--- src/rtl/spi_ram_arb_pkg.sv ---
// Shared types and constants for the two-requester SPI RAM command arbiter.
package spi_ram_arb_pkg;

    localparam int DIN_W   = 10;
    localparam int DOUT_W  = 8;
    localparam int CMD_MSB = 9;
    localparam int CMD_LSB = 8;

    typedef enum logic [1:0] {
        WR_ADDR = 2'b00,
        WR_DATA = 2'b01,
        RD_ADDR = 2'b10,
        RD_DATA = 2'b11
    } cmd_e;

    typedef enum logic [1:0] {
        IDLE     = 2'b00,
        LOCKED   = 2'b01,
        WAIT_RSP = 2'b10
    } arb_state_e;

    function automatic cmd_e get_cmd(input logic [DIN_W-1:0] word);
        return cmd_e'(word[CMD_MSB:CMD_LSB]);
    endfunction

endpackage

--- src/rtl/spi_ram_arb_if.sv ---
// Requester, RAM and status signals of the arbiter; slave is the arbiter side.
interface spi_ram_arb_if;
    import spi_ram_arb_pkg::*;

    logic              r0_valid, r0_ready, r0_rsp_valid;
    logic [DIN_W-1:0]  r0_data;
    logic [DOUT_W-1:0] r0_rsp_data;
    logic              r1_valid, r1_ready, r1_rsp_valid;
    logic [DIN_W-1:0]  r1_data;
    logic [DOUT_W-1:0] r1_rsp_data;
    logic [DIN_W-1:0]  ram_din;
    logic              ram_rx_valid;
    logic [DOUT_W-1:0] ram_dout;
    logic              ram_tx_valid;
    logic              owner, busy, timeout;

    modport slave (
        input  r0_valid, r0_data, r1_valid, r1_data, ram_dout, ram_tx_valid,
        output r0_ready, r0_rsp_valid, r0_rsp_data,
        output r1_ready, r1_rsp_valid, r1_rsp_data,
        output ram_din, ram_rx_valid, owner, busy, timeout
    );

    modport master (
        output r0_valid, r0_data, r1_valid, r1_data, ram_dout, ram_tx_valid,
        input  r0_ready, r0_rsp_valid, r0_rsp_data,
        input  r1_ready, r1_rsp_valid, r1_rsp_data,
        input  ram_din, ram_rx_valid, owner, busy, timeout
    );

endinterface

--- src/rtl/spi_ram_arb_timer.sv ---
// Clearable saturating cycle counter; o_expired flags the LIMIT-th enabled cycle.
module spi_ram_arb_timer #(
    parameter int LIMIT = 64,
    parameter int CNT_W = 7
) (
    input  logic clk,
    input  logic rst,
    input  logic i_clr,
    input  logic i_en,
    output logic o_expired
);

    localparam logic [CNT_W-1:0] LAST = CNT_W'(LIMIT - 1);

    logic [CNT_W-1:0] r_count;

    always_ff @(posedge clk) begin
        if (rst || i_clr) begin
            r_count <= '0;
        end else if (i_en && (r_count != '1)) begin
            r_count <= r_count + 1'b1;
        end
    end

    assign o_expired = i_en && (r_count >= LAST);

endmodule

--- src/rtl/spi_ram_arbiter.sv ---
// Two-requester arbiter for the SPI RAM command port: locks address/data pairs to
// one owner, routes read data back to it and rotates priority between lock sequences.
module spi_ram_arbiter
    import spi_ram_arb_pkg::*;
#(
    parameter int LOCK_TIMEOUT = 64,
    parameter int RSP_TIMEOUT  = 32,
    parameter int CNT_W        = 7
) (
    input  logic         clk,
    input  logic         rst,
    spi_ram_arb_if.slave bus
);

    arb_state_e        r_state;
    logic              r_prio, r_owner, r_ram_rx_valid, r_timeout;
    logic [DIN_W-1:0]  r_ram_din;
    logic              r_rsp_valid0, r_rsp_valid1;
    logic [DOUT_W-1:0] r_rsp_data0, r_rsp_data1;

    logic              w_ready0, w_ready1, w_acc0, w_acc1, w_accept;
    logic [DIN_W-1:0]  w_beat;
    cmd_e              w_cmd;
    logic              w_in_lock, w_in_wait, w_lock_exp, w_rsp_exp;

    always_comb begin
        // NOTE: defaults first so every path assigns both readies and no latch is inferred.
        w_ready0 = 1'b0;
        w_ready1 = 1'b0;
        case (r_state)
            IDLE: begin
                w_ready0 = bus.r0_valid && (!bus.r1_valid || !r_prio);
                w_ready1 = bus.r1_valid && (!bus.r0_valid ||  r_prio);
            end
            LOCKED: begin
                w_ready0 = bus.r0_valid && !r_owner;
                w_ready1 = bus.r1_valid &&  r_owner;
            end
            default: ;
        endcase
    end

    assign w_acc0    = bus.r0_valid && w_ready0;
    assign w_acc1    = bus.r1_valid && w_ready1;
    assign w_accept  = w_acc0 || w_acc1;
    assign w_beat    = w_acc1 ? bus.r1_data : bus.r0_data;
    assign w_cmd     = get_cmd(w_beat);
    assign w_in_lock = (r_state == LOCKED);
    assign w_in_wait = (r_state == WAIT_RSP);

    // Lock timer restarts on every owner beat; response timer only runs while waiting.
    spi_ram_arb_timer #(.LIMIT(LOCK_TIMEOUT), .CNT_W(CNT_W)) u_lock_timer (
        .clk       (clk),
        .rst       (rst),
        .i_clr     (!w_in_lock || w_accept),
        .i_en      (w_in_lock),
        .o_expired (w_lock_exp)
    );

    spi_ram_arb_timer #(.LIMIT(RSP_TIMEOUT), .CNT_W(CNT_W)) u_rsp_timer (
        .clk       (clk),
        .rst       (rst),
        .i_clr     (!w_in_wait),
        .i_en      (w_in_wait),
        .o_expired (w_rsp_exp)
    );

    // NOTE: state registers use non-blocking assignments so all updates see pre-edge values.
    always_ff @(posedge clk) begin
        if (rst) begin
            r_state        <= IDLE;
            r_prio         <= 1'b0;
            r_owner        <= 1'b0;
            r_ram_din      <= '0;
            r_ram_rx_valid <= 1'b0;
            r_timeout      <= 1'b0;
            r_rsp_valid0   <= 1'b0;
            r_rsp_valid1   <= 1'b0;
            r_rsp_data0    <= '0;
            r_rsp_data1    <= '0;
        end else begin
            r_ram_rx_valid <= w_accept;
            r_timeout      <= 1'b0;
            r_rsp_valid0   <= 1'b0;
            r_rsp_valid1   <= 1'b0;
            if (w_accept) begin
                r_ram_din <= w_beat;
                r_owner   <= w_acc1;
            end
            case (r_state)
                IDLE: begin
                    if (w_accept) begin
                        case (w_cmd)
                            WR_ADDR, RD_ADDR: r_state <= LOCKED;
                            RD_DATA:          r_state <= WAIT_RSP;
                            default:          r_state <= IDLE;
                        endcase
                    end
                end
                LOCKED: begin
                    if (w_accept) begin
                        case (w_cmd)
                            WR_DATA: begin
                                r_state <= IDLE;
                                r_prio  <= !r_owner;
                            end
                            RD_DATA: r_state <= WAIT_RSP;
                            default: r_state <= LOCKED;
                        endcase
                    end else if (w_lock_exp) begin
                        r_state   <= IDLE;
                        r_prio    <= !r_owner;
                        r_timeout <= 1'b1;
                    end
                end
                WAIT_RSP: begin
                    if (bus.ram_tx_valid) begin
                        if (r_owner) begin
                            r_rsp_valid1 <= 1'b1;
                            r_rsp_data1  <= bus.ram_dout;
                        end else begin
                            r_rsp_valid0 <= 1'b1;
                            r_rsp_data0  <= bus.ram_dout;
                        end
                        r_state <= IDLE;
                        r_prio  <= !r_owner;
                    end else if (w_rsp_exp) begin
                        r_state   <= IDLE;
                        r_prio    <= !r_owner;
                        r_timeout <= 1'b1;
                    end
                end
                default: r_state <= IDLE;
            endcase
        end
    end

    assign bus.r0_ready     = w_ready0;
    assign bus.r1_ready     = w_ready1;
    assign bus.r0_rsp_valid = r_rsp_valid0;
    assign bus.r0_rsp_data  = r_rsp_data0;
    assign bus.r1_rsp_valid = r_rsp_valid1;
    assign bus.r1_rsp_data  = r_rsp_data1;
    assign bus.ram_din      = r_ram_din;
    assign bus.ram_rx_valid = r_ram_rx_valid;
    assign bus.owner        = r_owner;
    assign bus.busy         = (r_state != IDLE);
    assign bus.timeout      = r_timeout;

endmodule

--- src/flat_wrapper.sv ---
// flat-port wrapper written by rule: the top's interface ports become plain ports
module spi_ram_arbiter_flat import spi_ram_arb_pkg::*;
#(
    parameter int LOCK_TIMEOUT = 64,
    parameter int RSP_TIMEOUT  = 32,
    parameter int CNT_W        = 7
)
  (clk, rst, bus_r0_valid, bus_r0_data, bus_r1_valid, bus_r1_data, bus_ram_dout, bus_ram_tx_valid, bus_r0_ready, bus_r0_rsp_valid, bus_r0_rsp_data, bus_r1_ready, bus_r1_rsp_valid, bus_r1_rsp_data, bus_ram_din, bus_ram_rx_valid, bus_owner, bus_busy, bus_timeout);
  spi_ram_arb_if bus_i ();
  input  logic clk;
  input  logic rst;
  input wire logic [$bits(bus_i.r0_valid)-1:0] bus_r0_valid;
  input wire logic [$bits(bus_i.r0_data)-1:0] bus_r0_data;
  input wire logic [$bits(bus_i.r1_valid)-1:0] bus_r1_valid;
  input wire logic [$bits(bus_i.r1_data)-1:0] bus_r1_data;
  input wire logic [$bits(bus_i.ram_dout)-1:0] bus_ram_dout;
  input wire logic [$bits(bus_i.ram_tx_valid)-1:0] bus_ram_tx_valid;
  output wire logic [$bits(bus_i.r0_ready)-1:0] bus_r0_ready;
  output wire logic [$bits(bus_i.r0_rsp_valid)-1:0] bus_r0_rsp_valid;
  output wire logic [$bits(bus_i.r0_rsp_data)-1:0] bus_r0_rsp_data;
  output wire logic [$bits(bus_i.r1_ready)-1:0] bus_r1_ready;
  output wire logic [$bits(bus_i.r1_rsp_valid)-1:0] bus_r1_rsp_valid;
  output wire logic [$bits(bus_i.r1_rsp_data)-1:0] bus_r1_rsp_data;
  output wire logic [$bits(bus_i.ram_din)-1:0] bus_ram_din;
  output wire logic [$bits(bus_i.ram_rx_valid)-1:0] bus_ram_rx_valid;
  output wire logic [$bits(bus_i.owner)-1:0] bus_owner;
  output wire logic [$bits(bus_i.busy)-1:0] bus_busy;
  output wire logic [$bits(bus_i.timeout)-1:0] bus_timeout;
  assign bus_i.r0_valid = bus_r0_valid;
  assign bus_i.r0_data = bus_r0_data;
  assign bus_i.r1_valid = bus_r1_valid;
  assign bus_i.r1_data = bus_r1_data;
  assign bus_i.ram_dout = bus_ram_dout;
  assign bus_i.ram_tx_valid = bus_ram_tx_valid;
  assign bus_r0_ready = bus_i.r0_ready;
  assign bus_r0_rsp_valid = bus_i.r0_rsp_valid;
  assign bus_r0_rsp_data = bus_i.r0_rsp_data;
  assign bus_r1_ready = bus_i.r1_ready;
  assign bus_r1_rsp_valid = bus_i.r1_rsp_valid;
  assign bus_r1_rsp_data = bus_i.r1_rsp_data;
  assign bus_ram_din = bus_i.ram_din;
  assign bus_ram_rx_valid = bus_i.ram_rx_valid;
  assign bus_owner = bus_i.owner;
  assign bus_busy = bus_i.busy;
  assign bus_timeout = bus_i.timeout;
  spi_ram_arbiter #(.LOCK_TIMEOUT(LOCK_TIMEOUT), .RSP_TIMEOUT(RSP_TIMEOUT), .CNT_W(CNT_W)) u_core (.clk(clk), .rst(rst), .bus(bus_i));
endmodule
--- config.mk ---
export PLATFORM = sky130hd
export DESIGN_NAME = spi_ram_arbiter_flat
export DESIGN_NICKNAME = d
export VERILOG_FILES = /design/src/rtl/spi_ram_arb_pkg.sv /design/src/rtl/spi_ram_arb_if.sv /design/src/rtl/spi_ram_arb_timer.sv /design/src/rtl/spi_ram_arbiter.sv /design/src/flat_wrapper.sv
export SDC_FILE = /design/constraint.sdc
export NUM_CORES = 1
export LEC_CHECK = 0
export ABC_CLOCK_PERIOD_IN_PS = 1700
export BUFFER_PORTS_ARGS = -buffer_cell sky130_fd_sc_hd__buf_2
export CELL_PAD_IN_SITES_DETAIL_PLACEMENT = 1
export CELL_PAD_IN_SITES_GLOBAL_PLACEMENT = 2
export CORE_MARGIN = 5
export CORE_UTILIZATION = 26
export CTS_CLUSTER_SIZE = 30
export DETAILED_ROUTE_END_ITERATION = 10
export GPL_TIMING_DRIVEN = 0
export PLACE_DENSITY = 0.85
export SETUP_SLACK_MARGIN = 0.3
export SLEW_MARGIN = 10
export SYNTH_ARGS = -nofsm -noshare
export SYNTH_HDL_FRONTEND = slang
export SYNTH_HIERARCHICAL = 1
export SYNTH_SLANG_ARGS = --single-unit
--- constraint.sdc ---
create_clock -name clk -period 1.7 [get_ports clk]
set_input_delay 0.17 -clock clk [delete_from_list [all_inputs] [get_ports clk]]
set_output_delay 0.17 -clock clk [all_outputs]
set_load 0.05 [all_outputs]
==> metrics.md, run 1 <==
| Metric | Value |
|---|---|
| H-tree levels | 2 |
| Die width | 104.7 µm |
| Number of buffers inserted by port buffering | 65 |
| Outcome | complete, but fails checks |
| Top sig layer | met4 |
| Hold Path Class | in -> reg |
| Final WS setup | -0.1537 ns |
| M1 wire length | 3.331 mm |
| WHS | 0.1006 ns |
| Max rail drop VDD | 0.001078 V |
| EDFF count, synth | 0 |
| Post-Synth XOR/XNOR Area | 0 |
| Sequential cell area fraction in the yosys report | 0.4122 |
| Unrepaired setup endpoints after global routing | true |
| Post-synthesis compound-gate area fraction | 0.2276 |
| Failing checks | setup timing |
| CP max FO | 3 |
| Vias | 2421 |
| Number of routed nets with antenna violations | 0 |
| Peak Freq | 539.5 MHz |
| DIE HEIGHT | 104.7 µm |
| Final Hold Fails | 0 |
| Drc violations | 0 |
| Post-Syn Area per Cell | 8.355 µm² |
| R2r setup slk | -0.15 ns |
| Worst r2r path cells | 8 |
| Largest net degree at the start of global routing | 17 |
| Worst reg2reg endpoint | u_core/r_prio |
| Row count | 34 |
| Net Switching | 2.627 mW |
| Post-synthesis mux area share | 0.03489 |
| Initial Util | 0.2673 |
| Largest cells by area after synthesis | dfxtp_1 (41%), nand2_1 (11%), a21oi_1 (5.8%) |
| Syn nets | 317 |
| Crit start category | register |
| Clock Tree Buf Depth | 2 |
| Sw Ratio | 0.4262 |
| Worst Hold Depth | 3 |
| Routed wire length | 8.106 mm |
| WL per Instance | 16.54 µm |
| Placement Setup Slack | -0.1688 ns |
| Nets | 419 |
| Final setup fails | 17 |
| Nature of the critical path endpoint | output port |
| Worst skew pair latency | 0.31 ns |
| Kind of critical path | reg -> out |
| Initial DRT Pass Iterations | 4 |
| Worst-case clock skew | 0.01415 ns |
| Hpwl dp | 5.059 mm |
| Lkg Pwr | 1.486 nW |
| Comb power frac | 0.611 |
| Adder and majority gate portion of the synthesized area | 0.02684 |
| Most common cell after layout, fill and taps aside | buf_2 |
| Final period util | 1.090 |
| Min Tclk post-route | 1.854 ns |
| Min-delay src | bus_ram_dout[1] |
| Area of the die | 10960 µm² |
| Cell Area, Synth | 2331 µm² |
| Met2 WL post-DR | 4.275 mm |
| Vias/cell | 4.941 |
| Clk sink count | 48 |
| Final Non-Filler Cells | 490 |
| Antenna violations before repair | 0 |
| Fillers | 1006 |
| Pins Over Slew Limit | 0 |
| Worst Tran Pin Value | 0.6942 ns |
| GP Congestion | 0.7319 |
| YS warnings | 6 |
| Largest family of logic cells by synthesized area | simple AND/OR/NAND/NOR gates |
| Seq cells post-synth | 48 |
| Syn-to-layout area delta | 61.25% |
| First-pass GRT wire length | 12.69 mm |
| CTS root buffer | clkbuf_8 |
| Reg clk slew, reported paths | 0.10 ns |
| I/O Pins | 67 |
| Total track usage | 0.1369 |
| Fraction of layout cells with a size suffix above 1 | 0.5471 |
| Overflow after GRT | 0 |
| Hold path endpoint | u_core/bus.r1_rsp_data[1] |
| Sequential cell area | 974.7 µm² |
| Initial drt markers | 84 |
| FF-to-FF Start | u_core/u_rsp_timer/r_count[3] |
| Worst EP required | 1.53 ns |
| Worst path max stage delay | 0.35 ns |
| Num CTS Buffers | 5 |
| Max cap viols | 0 |
| Pwr dens | 1640 nW/µm² |
| Clock share of power | 0.155 |
| Metal3 WL | 370 µm |
| # diodes | 0 |
| Slew headroom | 0.5372 |
| Synth area leader | dfxtp_1 |
| Worst endpoint data arrival time | 1.68 ns |
| CTS tree | done |
| Internal Power | 3.537 mW |
| Area occupied by multi-input gates | 1623 µm² |
| Async SR Flop Fraction | 0 |
| Main flop type after synthesis | dfxtp_1 |
| Cells after synthesis | 279 |
| Reg power frac | 0.234 |
| Setup TNS | -1.881 ns |
| Slowest-stage cell, CP | dfxtp_2 |
| Dpl cells | 452 |
| Post-Synth Simple-Gate Area | 0.2448 |
| Total power | 6.164 mW |
| Vias in the first global route | 2560 |
| Cell chain of the critical path | inv_2, ha_4, buf_6, nand2b_4, o21ai_4, nand2_2, inv_2, buf_12, buf_12 |
| Core ar. | 8721 µm² |
| Cts hold-fix bufs | 0 |
| Commonest cells after routing, fill and taps aside | buf_2 (63), dfxtp_1 (41), nand2_1 (40), a21oi_1 (23), nand2_2 (22) |
| Share of the synthesized area in the top cell type | 0.4122 |
| Yosys cell types | 49 |
[registers in the layout, indices dropped and copies added, names as in the netlist]
name,flops
u_core/bus.r1_rsp_data,8
u_core/r_state,2
u_core/bus.owner,1
u_core/bus.ram_rx_valid,1
u_core/bus.r1_rsp_valid,1
u_core/bus.r0_rsp_data,8
u_core/bus.timeout,1
u_core/r_prio,1
u_core/bus.ram_din,10
u_core/u_lock_timer/r_count,7
u_core/bus.r0_rsp_valid,1
u_core/u_rsp_timer/r_count,7
[per-layer routing]
layer  up-vias  global-route usage
met3        12             0.03329
met5         -                   0
met1      1165              0.1557
li1       1193                   -
met4         0             0.02922
met2        51              0.2575
[how the worst max path moves through the flow]
| stage | from | to | slack (ns) | cells after the start |
|---|---|---|---|---|
| 2_1_floorplan | u_core/r_state[1] | u_core/r_prio | -0.0004 | 8 |
| 3_3_place_gp | u_core/r_state[0] | u_core/r_prio | -0.11 | 8 |
| 3_5_place_dp | u_core/r_state[1] | u_core/bus.ram_din[2] | -0.17 | 9 |
| 4_1_cts | u_core/r_state[1] | bus_r1_ready | -0.17 | 9 |
| 5_1_grt | u_core/u_rsp_timer/r_count[3] | u_core/r_prio | -0.28 | 8 |
| 6_report | u_core/r_state[1] | bus_r1_ready | -0.15 | 9 |
[cells by family (layout without fill, tap and decap cells)]
kind of cell	count (synthesis)	in the layout
DFF	48	48
adders and majority gates	5	5
buffers and inverters	25	128
AOI/OAI and AO/OA	69	69
and+or+nand+nor	124	124
muxes	8	8
[stage by stage]
| stage | utilization | instance area (µm²) |
|---|---|---|
| final | 0.4310 | 3759 |
| after global routing | 0.4310 | 3759 |
| after CTS | 0.4042 | 3525 |
| after detailed placement | 0.3336 | 2909 |
| after global placement | 0.3336 | 2909 |
| after floorplan | - | 2449 |
[area by class of cell]
cell class / count / share of cell area
Clock inverter: 2 / 0.01032
Buffer: 15 / 0.03961
Multi-Input combinational cell: 206 / 0.4318
Sequential cell: 48 / 0.2593
Clock buffer: 6 / 0.02497
Timing Repair Buffer: 95 / 0.1854
Tap cell: 108 / 0.03595
Inverter: 10 / 0.01265
[cells in the mapped netlist, types with 3 or more instances]
master and number:
nand2_1 68, dfxtp_1 48, a21oi_1 27, nor2_1 18, a311oi_2 8, inv_1 8
mux2i_1 7, clkbuf_1 6, nand2b_1 6, and3_1 5, ha_1 5, nand3_1 5
o21ai_0 5, a31oi_1 4, nor3_1 4, a41oi_1 3, and4_1 3, buf_2 3
buf_4 3, nor2b_1 3
[power groups by stage]
| stage | Clock, mW | Sequential, mW | Combinational (mW) |
|---|---|---|---|
| global route | 1.03 | 1.46 | 3.99 |
| global placement | 0 | 1.44 | 2.48 |
| detailed placement | 0 | 1.44 | 2.51 |
| finish | 0.958 | 1.44 | 3.76 |
| floorplan | 0 | 1.92 | 1.49 |
| CTS | 0.978 | 1.43 | 3.52 |
[what timing repair did]
action                                  4_1_cts  5_1_grt
endpoints found under the setup margin       46       47
gates cloned                                  4        0
resized for setup                            75       47
pin swaps                                    16       10
setup buffers                                22        4
[critical path: cells and delay by family, from the launching register on]
family | cells | cell delay (ns)
AOI/OAI and AO/OA | 1 | 0.16
adders and majority gates | 1 | 0.15
buffers and inverters | 5 | 0.49
DFF | 1 | 0.35
and+or+nand+nor | 2 | 0.22
No activity file was read; power rests on OpenSTA's default activity.
==> inputs of run 2 (changes only) <==
Settings changed: RECOVER_POWER from default to 50.
==> run 2 against run 1 <==
The flow still finishes with violations (setup timing). Critical path depth did not move. Via count hardly changed. Total power is 0.61% lower. Global-route usage is the same. Die area unchanged. Fmax decreased by 0.11%.
==> metrics.md, run 2 (same netlist as run 1, synthesis figures left out) <==
| Metric | Value |
|---|---|
| Initial DRT Pass Iterations | 4 (unchanged) |
| Cts hold-fix bufs | 0 (unchanged) |
| Most common cell after layout, fill and taps aside | dfxtp_1 |
| Failing checks | setup timing |
| Fraction of layout cells with a size suffix above 1 | 0.4660 (-0.08115) |
| Worst-case clock skew | 0.01243 ns (-0.001722 ns) |
| Antenna violations before repair | 0 (unchanged) |
| Worst Tran Pin Value | 0.6873 ns (-0.006837 ns) |
| Drc violations | 0 (unchanged) |
| CTS root buffer | clkbuf_8 |
| DIE HEIGHT | 104.7 µm (unchanged) |
| Crit path launch | u_core/r_state[1] |
| Commonest cells after routing, fill and taps aside | dfxtp_1 (41), nand2_1 (40), clkbuf_1 (35), buf_2 (32), a21oi_1 (23) |
| Reg clk slew, reported paths | 0.10 ns (about the same) |
| CP max FO | 3 (unchanged) |
| Final setup fails | 17 (unchanged) |
| Met1 GRT Util | 0.1557 (unchanged) |
| Nets | 419 (unchanged) |
| Vias/cell | 4.939 (about the same) |
| Fillers | 1028 (+2.2%) |
| Slowest-stage cell, CP | dfxtp_2 |
| GR Util met3 | 0.03329 (unchanged) |
| Initial drt markers | 66 (-21%) |
| Worst EP required | 1.53 ns (about the same) |
| Internal Power | 3.498 mW (-1.1%) |
| Lkg Pwr | 1.358 nW (-8.6%) |
| Worst endpoint data arrival time | 1.69 ns (about the same) |
| FF-to-FF Start | u_core/u_rsp_timer/r_count[3] |
| Peak Freq | 538.9 MHz (-0.11%) |
| Worst skew pair latency | 0.31 ns (about the same) |
| Pins Over Slew Limit | 0 (unchanged) |
| Reg power frac | 0.236 (+0.002) |
| Clock share of power | 0.156 (about the same) |
| Nature of the critical path endpoint | output port |
| CTS tree | done |
| WHS | 0.1031 ns (+0.002555 ns) |
| Min Tclk post-route | 1.856 ns (+0.001971 ns) |
| Slew headroom | 0.5418 (+0.004559) |
| Number of routed nets with antenna violations | 0 (unchanged) |
| Clock Tree Buf Depth | 2 (unchanged) |
| Hpwl dp | 5.059 mm (unchanged) |
| Final period util | 1.092 (+0.001159) |
| Worst r2r path cells | 8 (unchanged) |
| Hold Path Class | in -> reg |
| Max cap viols | 0 (unchanged) |
| Final Hold Fails | 0 (unchanged) |
| Net Switching | 2.629 mW (about the same) |
| Total power | 6.126 mW (-0.61%) |
| Core ar. | 8721 µm² (unchanged) |
| Min-delay src | bus_ram_dout[1] |
| Area of the die | 10960 µm² (unchanged) |
| Largest register FFs | 10 (unchanged) |
| Pwr dens | 1647 nW/µm² (+0.42%) |
| Vias | 2420 (-0.041%) |
| Most Used Layer, Global Route | met2 |
| Met2 Usage GRT | 0.2575 (unchanged) |
| Row count | 34 (unchanged) |
| Unrepaired setup endpoints after global routing | true |
| Largest net degree at the start of global routing | 17 (unchanged) |
| Crit start category | register |
| Cell chain of the critical path | inv_2, ha_4, buf_6, nand2b_4, o21ai_4, nand2_2, inv_2, buf_12, buf_12 |
| H-tree levels | 2 (unchanged) |
| Number of buffers inserted by port buffering | 65 (unchanged) |
| Total track usage | 0.1369 (unchanged) |
| Worst Hold Depth | 3 (unchanged) |
| Initial Util | 0.2673 (unchanged) |
| Num CTS Buffers | 5 (unchanged) |
| WL per Instance | 16.51 µm (-0.20%) |
| # diodes | 0 (unchanged) |
| Final WS setup | -0.1557 ns (-0.001971 ns) |
| Sw Ratio | 0.4291 (+0.002903) |
| Kind of critical path | reg -> out |
| Overflow after GRT | 0 (unchanged) |
| Clk sink count | 48 (unchanged) |
| GP Congestion | 0.7319 (unchanged) |
| Comb power frac | 0.608 (-0.003) |
| Max rail drop VDD | 0.001044 V (-3.1%) |
| Dpl cells | 452 (unchanged) |
| Routed wire length | 8.090 mm (-0.20%) |
| Worst path max stage delay | 0.35 ns (about the same) |
| First-pass GRT wire length | 12.69 mm (unchanged) |
| I/O Pins | 67 (unchanged) |
| Die width | 104.7 µm (unchanged) |
| Syn-to-layout area delta | 59.58% |
| Outcome | complete, but fails checks |
| Vias in the first global route | 2560 (unchanged) |
| Final Non-Filler Cells | 490 (unchanged) |
run 2: cell count changes in the layout (fill, tap and decap cells not counted):
cell and delta:
clkbuf_1 +31, buf_2 -31
run 2: critical path, delay by kind of cell (launching register included):
kind / cells / cell delay (ns)
AND/OR/NAND/NOR: 2 / 0.22
flip-flops: 1 / 0.35
adder cells (fa/ha/maj): 1 / 0.15
AO/OA/AOI/OAI: 1 / 0.17
buffers and inverters: 5 / 0.49
run 2: cell type report:
class,count,area [µm²],area share
well taps,108,135.1,0.03633
multi-input cells,206,1623,0.4363
clock buffers,6,93.84,0.02523
plain buffers,15,148.9,0.04003
flip-flops and latches,48,974.7,0.2620
clock inverters,2,38.79,0.01043
repair buffers,95,658.1,0.1769
inverters,10,47.55,0.01278
run 2: power by group through the flow:
| stage | clock network, mW | registers, mW | logic (mW) |
|---|---|---|---|
| 3_5_place_dp | 0 | 1.44 | 2.51 |
| 5_1_grt | 1.03 | 1.47 | 3.95 |
| 2_1_floorplan | 0 | 1.92 | 1.49 |
| 6_report | 0.957 | 1.44 | 3.72 |
| 4_1_cts | 0.978 | 1.43 | 3.52 |
| 3_3_place_gp | 0 | 1.44 | 2.48 |
run 2: metrics by stage:
step	setup WS (ns)	setup TNS [ns]	utilization	area (µm²)
global route	-0.2795	-3.135	0.4265	3720
floorplan	-0.0004234	-0.0004234	-	2449
finish	-0.1557	-1.890	0.4265	3720
global placement	-0.1061	-0.9941	0.3336	2909
CTS	-0.1729	-1.574	0.4042	3525
detailed placement	-0.1688	-1.557	0.3336	2909
run 2: routing by layer:
layer,part of all wire,vias to the layer above
met5,0,-
li1,-,1191
met4,0.016,0
met3,0.046,12
met2,0.53,53
met1,0.41,1164
run 2: worst paths after layout:
path,to,slack [ns]
setup / recovery,bus_r1_ready,-0.16
hold / removal,u_core/bus.r1_rsp_data[1],0.10
setup reg to reg,u_core/r_prio,-0.15
hold reg to reg,u_core/bus.r0_rsp_data[5],0.46
run 2: timing repair:
action	in CTS	in global routing
setup endpoints to repair	46	47
gates cloned	4	0
pin swaps	16	10
gates resized for setup	75	47
buffers inserted	22	4
endpoints found under the hold margin	0	0
==> inputs of run 3 (changes only) <==
Settings changed: ABC_AREA from default to 1, CORE_UTILIZATION 26 to 25, CTS_CLUSTER_SIZE 30 to default, HOLD_SLACK_MARGIN from default to 0.12, PLACE_DENSITY 0.85 to 0.87.
==> run 3 against run 2 <==
The run still ends with setup timing left. Register-to-register slack better by 0.07 ns. Clock skew fell by 0.0042 ns. Synthesized cell count grew 19%. Worst setup slack improved by 0.073 ns. Sequential share of layout area increased by 1.6 points. Sequential power hardly changed. Critical path type is now reg -> reg.
==> metrics.md, run 3 <==
| Metric | Value |
|---|---|
| Min-delay src | bus_ram_dout[7] |
| Syn-to-layout area delta | 52.11% |
| Failing checks | setup timing |
| Initial DRT Pass Iterations | 4 (unchanged) |
| Final setup fails | 10 (-7) |
| Fillers | 1170 (+14%) |
| Worst path max stage delay | 0.37 ns (+0.02 ns) |
| GP Congestion | 0.7402 (+1.1%) |
| Routed wire length | 7.339 mm (-9.3%) |
| Number of buffers inserted by port buffering | 66 (+1.5%) |
| Antenna violations before repair | 0 (unchanged) |
| # diodes | 0 (unchanged) |
| Slowest-stage cell, CP | dfxtp_4 |
| Total track usage | 0.1290 (-0.007867) |
| Hold path endpoint | u_core/bus.r0_rsp_data[7] |
| Placement Setup Slack | -0.1241 ns (+0.04467 ns) |
| Drc violations | 0 (unchanged) |
| Worst reg2reg endpoint | u_core/bus.ram_din[1] |
| CTS root buffer | clkbuf_8 |
| Share of the synthesized area in the top cell type | 0.4160 (+0.003796) |
| Final Hold Fails | 0 (unchanged) |
| Commonest cells after routing, fill and taps aside | nand2_1 (56), dfxtp_1 (42), nor2_1 (39), buf_2 (35), clkbuf_1 (33) |
| Sequential cell area fraction in the yosys report | 0.4160 (+0.003796) |
| Setup TNS | -0.5850 ns (+1.305 ns) |
| Main flop type after synthesis | dfxtp_1 |
| Vias in the first global route | 2618 (+2.3%) |
| CTS tree | done |
| Largest register FFs | 10 (unchanged) |
| Core ar. | 9109 µm² (+4.4%) |
| Seq cells post-synth | 48 (unchanged) |
| Final WS setup | -0.08252 ns (+0.07313 ns) |
| Initial Util | 0.2536 (-0.01372) |
| Yosys cell types | 24 (-51%) |
| Row count | 35 (+2.9%) |
| Core Util, Final | 0.3857 (-0.04083) |
| Worst r2r path cells | 11 (+3) |
| Total power | 5.134 mW (-16%) |
| Hpwl dp | 5.149 mm (+1.8%) |
| Num CTS Buffers | 5 (unchanged) |
| Max rail drop VDD | 0.0008997 V (-14%) |
| R2r setup slk | -0.08 ns (+0.07 ns) |
| FF-to-FF Start | u_core/r_state[1] |
| Slew headroom | 0.5808 (+0.03903) |
| Cell Area, Synth | 2310 µm² (-0.91%) |
| Outcome | complete, but fails checks |
| Count leader, synth | nand2_1 |
| Dpl cells | 509 (+13%) |
| Peak Freq | 561.0 MHz (+4.1%) |
| Nature of the critical path endpoint | register |
| Most common cell after layout, fill and taps aside | nand2_1 |
| Kind of critical path | reg -> reg |
| Initial drt markers | 61 (-7.6%) |
| DIE HEIGHT | 106.1 µm (+1.4%) |
| Cell chain of the critical path | inv_4, ha_4, nor2_4, nor2_2, nand2_2, buf_6, buf_4, buf_8, buf_2, o21ai_2, a21oi_2 |
| Vias/cell | 4.530 (-8.3%) |
| WL per Instance | 13.22 µm (-20%) |
| Syn nets | 370 (+17%) |
| Final period util | 1.049 (-0.04302) |
| Largest net degree at the start of global routing | 17 (unchanged) |
| CP bufs+invs | 5 (unchanged) |
| CP max FO | 7 (+4) |
| Fraction of layout cells with a size suffix above 1 | 0.3333 (-0.1326) |
| Area of the die | 11260 µm² (+2.8%) |
| Max cap viols | 0 (unchanged) |
| Clk sink count | 48 (unchanged) |
| Worst Hold Depth | 3 (unchanged) |
| Final Non-Filler Cells | 555 (+13%) |
| Pwr dens | 1461 nW/µm² (-11%) |
| Worst endpoint data arrival time | 1.98 ns (+0.29 ns) |
| EDFF count, synth | 0 (unchanged) |
| Post-Syn Area per Cell | 6.957 µm² (-17%) |
| Top delay family on crit path | buffers and inverters |
| Nets | 481 (+15%) |
| Largest cells by area after synthesis | dfxtp_1 (42%), nand2_1 (11%), nor2_1 (7.8%) |
| Overflow after GRT | 0 (unchanged) |
| Crit start category | register |
| Unrepaired setup endpoints after global routing | true |
| Vias | 2514 (+3.9%) |
| Lkg Pwr | 1.505 nW (+11%) |
| Clock Tree Buf Depth | 2 (unchanged) |
| Number of routed nets with antenna violations | 0 (unchanged) |
| YS warnings | 6 (unchanged) |
| Min Tclk post-route | 1.783 ns (-0.07313 ns) |
| Commonest cells in the synthesized netlist | nand2_1 (69), dfxtp_1 (48), nor2_1 (48) |
| H-tree levels | 2 (unchanged) |
| First-pass GRT wire length | 12.20 mm (-3.9%) |
| Worst Tran Pin Value | 0.6315 ns (-0.05584 ns) |
| Pins Over Slew Limit | 0 (unchanged) |
| I/O Pins | 67 (unchanged) |
| Worst EP required | 1.90 ns (+0.37 ns) |
| Cells after synthesis | 332 (+19%) |
| Async SR Flop Fraction | 0 (unchanged) |
| Worst skew pair latency | 0.31 ns (about the same) |
| Die width | 106.1 µm (+1.4%) |
| Reg clk slew, reported paths | 0.10 ns (about the same) |
| Worst-case clock skew | 0.008195 ns (-0.004237 ns) |
| Synth area leader | dfxtp_1 |
| Hold Path Class | in -> reg |
[run 3: changes by cell type in the layout (fill, tap and decap cells not counted), moves of 13 or more]
| cell | previous run | this run |
|---|---|---|
| nor2_1 | 14 | 39 |
| nand3_1 | 2 | 25 |
| nand2_1 | 40 | 56 |
| buf_6 | 20 | 4 |
| inv_1 | 4 | 32 |
| o21ai_0 | 2 | 15 |
[run 3: kinds of logic after synthesis]
logic type      count (synthesis)  synth area share
flops                          48            0.4160
xor+xnor                        1          0.003793
simple gates                  168            0.3359
buf+inv                        51           0.08775
fa+ha+maj                       5           0.02709
compound gates                 59            0.1295
[run 3: per-layer routing]
metal  vias up  track usage  routed length [µm]
met3         4      0.03461                 413
met5         -            0                   0
met4         0      0.02035                  35
met2        50       0.2344                3811
met1      1181       0.1540                3078
li1       1279            -                   -
[run 3: repair_timing]
action                                 in CTS  in global routing
resized for setup                          41                 43
buffers inserted                           15                 10
pin swaps                                   8                 15
endpoints found under the hold margin      12                  0
hold buffers                               12                  0
cloned                                      0                  1
setup endpoints to repair                  42                 42
[run 3: final cells by class]
| cell class | instances | area (µm²) | share of cell area |
|---|---|---|---|
| plain buffers | 9 | 75.07 | 0.02137 |
| clock inverters | 3 | 46.29 | 0.01318 |
| inverters | 42 | 191.4 | 0.05449 |
| repair buffers | 103 | 661.9 | 0.1884 |
| well taps | 111 | 138.9 | 0.03953 |
| multi-input cells | 233 | 1348 | 0.3835 |
| clock buffers | 5 | 68.82 | 0.01959 |
| flip-flops and latches | 48 | 978.4 | 0.2785 |
| repair inverters | 1 | 5.005 | 0.001425 |
[run 3: worst max-delay path by stage]
stage / from / slack [ns] / end / cells after the start
finish: u_core/r_state[1] / -0.08 / u_core/bus.ram_din[1] / 11
global route: u_core/r_state[1] / -0.18 / u_core/r_state[0] / 12
CTS: u_core/r_state[1] / -0.06 / bus_r1_ready / 8
detailed placement: u_core/r_state[0] / -0.12 / u_core/bus.r0_rsp_data[5] / 7
global placement: u_core/r_state[0] / -0.15 / u_core/bus.r0_rsp_data[2] / 7
floorplan: u_core/r_state[0] / 0.19 / u_core/r_prio / 13
[run 3: power breakdown]
group          total (mW)  switching [mW]  internal (mW)
Combinational        2.82            1.80           1.01
Sequential           1.45           0.132           1.32
Clock               0.866           0.423          0.444
Total                5.13            2.36           2.78
[run 3: worst register-to-register path, delay by kind of cell (launching register included)]
family                   cells  cell delay, ns
adder cells (fa/ha/maj)      1            0.22
flip-flops                   1            0.37
buffers and inverters        5            0.63
AO/OA/AOI/OAI                2            0.19
AND/OR/NAND/NOR              3            0.25
[run 3: through the flow]
stage / area (µm²) / hold slack (ns)
final: 3513 / 0.1197
after global routing: 3513 / 0.1302
after CTS: 3349 / 0.1219
after detailed placement: 2883 / 0.4284
after global placement: 2883 / 0.4194
after floorplan: 2414 / 0.2317
